[src/rtl/clint_ctrl_if.sv]
// clint_ctrl_if: bundle between ID/EX, the CSR file and clint_ctrl.
// slave = controller side, master = pipeline/CSR side.
interface clint_ctrl_if #(
  parameter int DATA_W = 16,
  parameter int ADDR_W = 16
);
  logic [ADDR_W-1:0] inst_pc;
  logic              inst_ecall;
  logic              inst_ebreak;
  logic              inst_mret;
  logic              ex_jump_flag;
  logic [ADDR_W-1:0] ex_jump_addr;
  logic              ex_csr_we;
  logic              irq_ext;
  logic              irq_tmr;
  logic [DATA_W-1:0] csr_mtvec;
  logic [DATA_W-1:0] csr_mepc;
  logic [DATA_W-1:0] csr_mstatus;
  logic              global_int_en;
  logic              int_we;
  logic [ADDR_W-1:0] int_waddr;
  logic [ADDR_W-1:0] int_raddr;
  logic [DATA_W-1:0] int_wdata;
  logic              hold_flag;
  logic              int_assert;
  logic [ADDR_W-1:0] int_addr;

  modport slave (
    input  inst_pc, inst_ecall, inst_ebreak, inst_mret,
    input  ex_jump_flag, ex_jump_addr, ex_csr_we,
    input  irq_ext, irq_tmr,
    input  csr_mtvec, csr_mepc, csr_mstatus,
    input  global_int_en,
    output int_we, int_waddr, int_raddr, int_wdata,
    output hold_flag, int_assert, int_addr
  );

  modport master (
    output inst_pc, inst_ecall, inst_ebreak, inst_mret,
    output ex_jump_flag, ex_jump_addr, ex_csr_we,
    output irq_ext, irq_tmr,
    output csr_mtvec, csr_mepc, csr_mstatus,
    output global_int_en,
    input  int_we, int_waddr, int_raddr, int_wdata,
    input  hold_flag, int_assert, int_addr
  );
endinterface

[src/rtl/clint_ctrl.sv]
// clint_ctrl: core-local trap/interrupt sequencer feeding the CSR int_* port.
// Define CLINT_VECTORED_EN to enable vectored mtvec mode for interrupts.
module clint_ctrl #(
  parameter int DATA_W = 16,
  parameter int ADDR_W = 16
) (
  input  logic        clk,
  input  logic        rst_n,
  clint_ctrl_if.slave bus
);

  typedef enum logic [2:0] {
    S_IDLE,
    S_MEPC,
    S_MCAUSE,
    S_MSTATUS,
    S_MRET,
    S_ASSERT
  } state_t;

  localparam logic [ADDR_W-1:0] A_MSTATUS = ADDR_W'(12'h300);
  localparam logic [ADDR_W-1:0] A_MEPC    = ADDR_W'(12'h341);
  localparam logic [ADDR_W-1:0] A_MCAUSE  = ADDR_W'(12'h342);

  localparam logic [DATA_W-1:0] C_ECALL  = DATA_W'(4'hB);
  localparam logic [DATA_W-1:0] C_EBREAK = DATA_W'(4'h3);
  localparam logic [DATA_W-1:0] C_EXT    = {1'b1, (DATA_W-1)'(4'hB)};
  localparam logic [DATA_W-1:0] C_TMR    = {1'b1, (DATA_W-1)'(4'h7)};

  state_t            state_q, state_d;
  logic [DATA_W-1:0] cause_q, cause_d;
  logic [ADDR_W-1:0] epc_q, epc_d;
  logic              mret_q, mret_d;

  logic              we;
  logic [ADDR_W-1:0] waddr;
  logic [DATA_W-1:0] wdata;
  logic              hold;
  logic              strobe;
  logic [ADDR_W-1:0] target;
  logic [ADDR_W-1:0] trap_tgt;
  logic [ADDR_W-1:0] irq_epc;

  logic sel_ecall, sel_ebreak, sel_mret;
  logic sel_ext, sel_tmr;
  logic req, acc;

  // One-hot priority select: ecall > ebreak > mret > ext > tmr
  always_comb begin
    sel_ecall  = bus.inst_ecall;
    sel_ebreak = !bus.inst_ecall && bus.inst_ebreak;
    sel_mret   = !bus.inst_ecall && !bus.inst_ebreak
                 && bus.inst_mret;
    sel_ext    = !bus.inst_ecall && !bus.inst_ebreak
                 && !bus.inst_mret
                 && bus.global_int_en && bus.irq_ext;
    sel_tmr    = !bus.inst_ecall && !bus.inst_ebreak
                 && !bus.inst_mret
                 && bus.global_int_en && !bus.irq_ext
                 && bus.irq_tmr;
    req = sel_ecall | sel_ebreak | sel_mret
        | sel_ext | sel_tmr;
    acc = rst_n && (state_q == S_IDLE)
        && !bus.ex_csr_we && req;
  end

  // Trap vector: base, plus cause offset for vectored interrupts
  always_comb begin
    trap_tgt = {bus.csr_mtvec[ADDR_W-1:2], 2'b00};
`ifdef CLINT_VECTORED_EN
    if (bus.csr_mtvec[0] && cause_q[DATA_W-1])
      trap_tgt = trap_tgt
               + ADDR_W'({cause_q[3:0], 2'b00});
`endif
    irq_epc = bus.ex_jump_flag ? bus.ex_jump_addr
                               : bus.inst_pc;
  end

  // State and latched trap context
  always_ff @(posedge clk or negedge rst_n) begin
    if (!rst_n) begin
      state_q <= S_IDLE;
      cause_q <= '0;
      epc_q   <= '0;
      mret_q  <= 1'b0;
    end else begin
      state_q <= state_d;
      cause_q <= cause_d;
      epc_q   <= epc_d;
      mret_q  <= mret_d;
    end
  end

  // Next state and CSR write / redirect outputs
  always_comb begin
    state_d = state_q;
    cause_d = cause_q;
    epc_d   = epc_q;
    mret_d  = mret_q;
    we      = 1'b0;
    waddr   = '0;
    wdata   = '0;
    hold    = 1'b0;
    strobe  = 1'b0;
    target  = '0;
    unique case (state_q)
      S_IDLE: begin
        if (acc) begin
          hold   = 1'b1;
          mret_d = 1'b0;
          unique case (1'b1)
            sel_ecall: begin
              cause_d = C_ECALL;
              epc_d   = bus.inst_pc;
              state_d = S_MEPC;
            end
            sel_ebreak: begin
              cause_d = C_EBREAK;
              epc_d   = bus.inst_pc;
              state_d = S_MEPC;
            end
            sel_mret: begin
              mret_d  = 1'b1;
              state_d = S_MRET;
            end
            sel_ext: begin
              cause_d = C_EXT;
              epc_d   = irq_epc;
              state_d = S_MEPC;
            end
            sel_tmr: begin
              cause_d = C_TMR;
              epc_d   = irq_epc;
              state_d = S_MEPC;
            end
            default: state_d = S_IDLE;
          endcase
        end
      end
      S_MEPC: begin
        hold    = 1'b1;
        we      = 1'b1;
        waddr   = A_MEPC;
        wdata   = DATA_W'(epc_q);
        state_d = S_MCAUSE;
      end
      S_MCAUSE: begin
        hold    = 1'b1;
        we      = 1'b1;
        waddr   = A_MCAUSE;
        wdata   = cause_q;
        state_d = S_MSTATUS;
      end
      S_MSTATUS: begin
        hold     = 1'b1;
        we       = 1'b1;
        waddr    = A_MSTATUS;
        wdata    = bus.csr_mstatus;
        wdata[7] = bus.csr_mstatus[3];
        wdata[3] = 1'b0;
        state_d  = S_ASSERT;
      end
      S_MRET: begin
        hold     = 1'b1;
        we       = 1'b1;
        waddr    = A_MSTATUS;
        wdata    = bus.csr_mstatus;
        wdata[3] = bus.csr_mstatus[7];
        wdata[7] = 1'b1;
        state_d  = S_ASSERT;
      end
      S_ASSERT: begin
        hold    = 1'b1;
        strobe  = 1'b1;
        target  = mret_q ? bus.csr_mepc[ADDR_W-1:0]
                         : trap_tgt;
        state_d = S_IDLE;
      end
      default: state_d = S_IDLE;
    endcase
  end

  assign bus.int_we     = we;
  assign bus.int_waddr  = waddr;
  assign bus.int_raddr  = waddr;
  assign bus.int_wdata  = wdata;
  assign bus.hold_flag  = hold;
  assign bus.int_assert = strobe;
  assign bus.int_addr   = target;

endmodule

[src/flat_wrapper.sv]
// flat-port wrapper written by rule: the top's interface ports become plain ports
module clint_ctrl_flat 
#(
  parameter int DATA_W = 16,
  parameter int ADDR_W = 16
)
  (clk, rst_n, bus_inst_pc, bus_inst_ecall, bus_inst_ebreak, bus_inst_mret, bus_ex_jump_flag, bus_ex_jump_addr, bus_ex_csr_we, bus_irq_ext, bus_irq_tmr, bus_csr_mtvec, bus_csr_mepc, bus_csr_mstatus, bus_global_int_en, bus_int_we, bus_int_waddr, bus_int_raddr, bus_int_wdata, bus_hold_flag, bus_int_assert, bus_int_addr);
  clint_ctrl_if #(.DATA_W(DATA_W), .ADDR_W(ADDR_W)) bus_i ();
  input  logic clk;
  input  logic rst_n;
  input wire logic [$bits(bus_i.inst_pc)-1:0] bus_inst_pc;
  input wire logic [$bits(bus_i.inst_ecall)-1:0] bus_inst_ecall;
  input wire logic [$bits(bus_i.inst_ebreak)-1:0] bus_inst_ebreak;
  input wire logic [$bits(bus_i.inst_mret)-1:0] bus_inst_mret;
  input wire logic [$bits(bus_i.ex_jump_flag)-1:0] bus_ex_jump_flag;
  input wire logic [$bits(bus_i.ex_jump_addr)-1:0] bus_ex_jump_addr;
  input wire logic [$bits(bus_i.ex_csr_we)-1:0] bus_ex_csr_we;
  input wire logic [$bits(bus_i.irq_ext)-1:0] bus_irq_ext;
  input wire logic [$bits(bus_i.irq_tmr)-1:0] bus_irq_tmr;
  input wire logic [$bits(bus_i.csr_mtvec)-1:0] bus_csr_mtvec;
  input wire logic [$bits(bus_i.csr_mepc)-1:0] bus_csr_mepc;
  input wire logic [$bits(bus_i.csr_mstatus)-1:0] bus_csr_mstatus;
  input wire logic [$bits(bus_i.global_int_en)-1:0] bus_global_int_en;
  output wire logic [$bits(bus_i.int_we)-1:0] bus_int_we;
  output wire logic [$bits(bus_i.int_waddr)-1:0] bus_int_waddr;
  output wire logic [$bits(bus_i.int_raddr)-1:0] bus_int_raddr;
  output wire logic [$bits(bus_i.int_wdata)-1:0] bus_int_wdata;
  output wire logic [$bits(bus_i.hold_flag)-1:0] bus_hold_flag;
  output wire logic [$bits(bus_i.int_assert)-1:0] bus_int_assert;
  output wire logic [$bits(bus_i.int_addr)-1:0] bus_int_addr;
  assign bus_i.inst_pc = bus_inst_pc;
  assign bus_i.inst_ecall = bus_inst_ecall;
  assign bus_i.inst_ebreak = bus_inst_ebreak;
  assign bus_i.inst_mret = bus_inst_mret;
  assign bus_i.ex_jump_flag = bus_ex_jump_flag;
  assign bus_i.ex_jump_addr = bus_ex_jump_addr;
  assign bus_i.ex_csr_we = bus_ex_csr_we;
  assign bus_i.irq_ext = bus_irq_ext;
  assign bus_i.irq_tmr = bus_irq_tmr;
  assign bus_i.csr_mtvec = bus_csr_mtvec;
  assign bus_i.csr_mepc = bus_csr_mepc;
  assign bus_i.csr_mstatus = bus_csr_mstatus;
  assign bus_i.global_int_en = bus_global_int_en;
  assign bus_int_we = bus_i.int_we;
  assign bus_int_waddr = bus_i.int_waddr;
  assign bus_int_raddr = bus_i.int_raddr;
  assign bus_int_wdata = bus_i.int_wdata;
  assign bus_hold_flag = bus_i.hold_flag;
  assign bus_int_assert = bus_i.int_assert;
  assign bus_int_addr = bus_i.int_addr;
  clint_ctrl #(.DATA_W(DATA_W), .ADDR_W(ADDR_W)) u_core (.clk(clk), .rst_n(rst_n), .bus(bus_i));
endmodule
[config.mk]
export PLATFORM = sky130hd
export DESIGN_NAME = clint_ctrl_flat
export DESIGN_NICKNAME = d
export VERILOG_FILES = /design/src/rtl/clint_ctrl_if.sv /design/src/rtl/clint_ctrl.sv /design/src/flat_wrapper.sv
export SDC_FILE = /design/constraint.sdc
export NUM_CORES = 1
export LEC_CHECK = 0
export ABC_AREA = 1
export CORE_MARGIN = 2
export CORE_UTILIZATION = 32
export CTS_BUF_LIST = sky130_fd_sc_hd__clkbuf_16
export CTS_CLUSTER_SIZE = 28
export DETAILED_ROUTE_END_ITERATION = 10
export PLACE_DENSITY = 0.89
export SLEW_MARGIN = 20
export SYNTH_ARGS = -nofsm -noshare
export SYNTH_HDL_FRONTEND = slang
export SYNTH_SLANG_ARGS = --single-unit
[constraint.sdc]
create_clock -name clk -period 1.65 [get_ports clk]
set_input_delay 0.495 -clock clk [delete_from_list [all_inputs] [get_ports clk]]
set_output_delay 0.495 -clock clk [all_outputs]
set_load 0.03 [all_outputs]
==> impl_metrics.py <==
metrics = {
    "floorplan": {
        "io_pins": 157,
        "fp.dieW_um": 86.6,
        "die_area_um2": 7490,
        "design.core.area_um2": 6680,
        "initial_utilization_pct": 32.6,
        "die_y_um": 86.6,
        "rows": 30,
    },
    "yosys": {
        "synth_xor_area_share_pct": 0,
        "synth_top_area_share_pct": 30.8,
        "synth-seq-cells": 24,
        "synth_fa_ha_area_share_pct": 0,
        "synth_most_common_cell": "nand2_1",
        "syn_avg_cell_area_um2": 6.16,
        "synth_edf_count": 0,
        "ys_warn_count": 0,
        "synthTopCellsByArea": "nand2_1, dfrtp_1, buf_4, inv_1, a22o_1",
        "netlist_area_um2": 2180,
        "synth_top_family_by_area": "simple AND/OR/NAND/NOR gates",
        "synth_compound_area_share_pct": 12.9,
        "seq_area_frac_synth_pct": 27.5,
        "yosys-top-cells-count": "nand2_1, buf_4, inv_1, dfrtp_1",
        "ys_async_sr_fraction_pct": 100,
        "synthSimpleGateAreaFrac_pct": 39.5,
        "yosys.area.top_type": "nand2_1",
        "synth-main-ff-cell": "dfrtp_1",
        "netlist_instances": 354,
        "synth.area.mux_share_pct": 0,
        "ys_types": 25,
    },
    "detailed_routing": {
        "remaining_drc_errors": 0,
        "drt_pass1_iterations": 4,
        "viasPerCell": 4.53,
        "vias": 2699,
        "wl_per_cell_um": 12.9,
        "wirelength_um": 7680,
        "ant_nets": 0,
        "drt_iter0_markers": 72,
    },
    "power": {
        "swShare_pct": 46.4,
        "clkPwrFrac_pct": 10.5,
        "power_uw": 6410,
        "p_leak_uw": 0.00221,
        "p_sw_uw": 2970,
        "vdd_drop_max_v": 0.000568,
        "p_int_uw": 3430,
        "power_frac_seq_pct": 16.6,
        "combPwrFrac_pct": 72.8,
        "p_per_area_nw_per_um2": 1460,
    },
    "clocking": {
        "insertion_delay_ps": 250,
        "path_clk_slew_ps": 60,
        "clock_sinks": 24,
        "cts_made_buffers": 3,
        "root_buffer": "clkbuf_16",
        "clock_path_buffers": 2,
        "cts_tree": "yes",
        "htreeDepth": 1,
    },
    "timing": {
        "fmax_ghz": 0.493,
        "setup_viol": 45,
        "worst_slack_ps": -380,
        "rsz0062_at_grt": "yes",
        "period_needed_ps": 2030,
        "fin_skew_ps": 1.92,
        "finalMaxSlewViolations": 0,
        "hold_viol": 0,
        "min_period_over_period_pct": 123,
        "setup-tns-final_ps": -14690,
    },
    "critical_path": {
        "crit_type": "flip-flop to output pin",
        "crit_chain": "inv_2, nor2_2, inv_2, nor2_4, inv_8, a21oi_4, buf_12",
        "critical_path_required_ps": 1150,
        "worstReg2RegStart": "u_core.state_q[1]",
        "cpLargestDelayFamily": "flip-flops",
        "crit_buf_inv": 4,
        "crit_top_cell": "inv_2",
        "crit_arrival_ps": 1530,
        "r2r_cells": 11,
        "r2r_end": "u_core.epc_q[0]",
        "slowest_delay_ps": 420,
        "cp-end-kind": "output pin",
        "startpoint_type": "flip-flop",
        "critPathSlowestCell": "dfrtp_2",
        "r2r_slack_ps": 100,
        "crit_path_max_fanout": 16,
    },
    "cells_and_area": {
        "areaGrowthSynthToFinish_pct": 102,
        "instances_no_fill": 596,
        "n_antenna_cell": 0,
        "drive_gt1_share_pct": 32.6,
        "fillers": 530,
        "nNetsFinal": 607,
        "finalInstanceArea_um2": 4400,
    },
    "global_routing": {
        "antenna_found_initial": 0,
        "first_global_vias": 2607,
        "grt_pass1_wl_um": 11600,
        "grt_overflow_total": 0,
        "grt_max_degree": 33,
        "track_usage_pct": 19.1,
    },
    "placement": {
        "place_ws_ps": -591,
        "dp_hpwl_um": 5730,
        "gp_congestion": 0.829,
        "place_area_um2": 3870,
        "port-buffer-count": 132,
        "place_inst": 580,
    },
    "outcome": {
        "outcome": "finished with violations",
        "violations": "negative setup slack",
    },
    "run": {
        "max-cap-violations": 0,
    },
    "hold_path": {
        "hp-class": "input pin to async pin",
    },
}
-- state kept, by name, indices dropped and copies added (netlist names) --
| register | count |
|---|---|
| u_core.state_q | 3 |
| u_core.mret_q | 1 |
| u_core.cause_q | 4 |
| u_core.epc_q | 16 |
-- power by group through the flow --
stage | combinational [uW] | clock (uW) | sequential (uW)
after floorplan | 2630 | 0 | 966
after global placement | 3760 | 0 | 1020
after detailed placement | 3840 | 0 | 1030
after CTS | 4430 | 688 | 1040
after global routing | 4940 | 714 | 1090
final | 4670 | 675 | 1060
-- per-layer routing --
metal | GRT usage (%) | wire length (um) | vias up | part of all wire, %
met4 | 4.26 | 80 | 0 | 1.0
met2 | 40.3 | 4270 | 111 | 56
met1 | 19.4 | 2810 | 1206 | 37
met5 | 0 | 0 | - | 0
met3 | 2.48 | 515 | 10 | 6.7
li1 | - | - | 1372 | -
-- layout by cell type (no fill, tap or decap), types with 4 or more instances in the layout --
cell	synthesis	layout
a21oi_2	0	7
a21oi_4	0	8
a22o_1	10	4
a22o_4	0	6
buf_12	0	7
buf_4	30	29
buf_6	5	53
clkbuf_16	0	4
clkdlybuf4s50_1	0	80
conb_1	1	22
dfrtp_1	24	21
dlygate4sd2_1	0	4
inv_1	28	22
inv_2	3	6
nand2_1	179	168
nand2_2	3	7
nand2_4	1	6
nand3_2	1	6
nor2_4	3	8
o21ai_0	17	17
-- stage by stage --
step	hold WS [ps]	utilization [%]
after floorplan	199	-
after global placement	450	57.9
after detailed placement	453	57.9
after CTS	456	64.4
after global routing	493	65.8
final	454	65.8
-- layout make-up --
cell class / count / area (um2) / share of cell area [%]
timing repair inverter: 1 / 11.3 / 0.256
inverter: 32 / 143 / 3.24
sequential: 24 / 604 / 13.7
clock inverter: 1 / 30.0 / 0.683
tap: 80 / 100 / 2.28
clock buffer: 3 / 75.1 / 1.71
multi-input combinational: 277 / 1570 / 35.6
timing repair buffer: 178 / 1870 / 42.5
-- repair_timing --
action | 4_1_cts | 5_1_grt
pin swaps | 9 | 3
hold buffers | 0 | 0
buffers inserted | 8 | 4
gates cloned | 2 | 1
resized for setup | 84 | 17
setup endpoints to repair | 66 | 53
-- logic make-up after synthesis --
kind of cell	Yosys count
AO/OA/AOI/OAI	48
buffers and inverters	74
flip-flops	24
other	1
AND/OR/NAND/NOR	207
-- worst max-delay path by stage --
stage                      startpoint               end  slack [ps]  cells past startpoint
global placement      bus_inst_ebreak     bus_hold_flag        -550                      8
finish              u_core.state_q[0]  bus_int_addr[12]        -380                      7
detailed placement     bus_inst_ecall     bus_hold_flag        -590                      8
CTS                 u_core.state_q[1]  bus_int_wdata[4]        -360                      7
floorplan           u_core.state_q[0]  bus_int_addr[10]        -240                      7
global route        u_core.state_q[1]     bus_hold_flag        -450                      8
No activity file was read; power rests on OpenSTA's default activity.
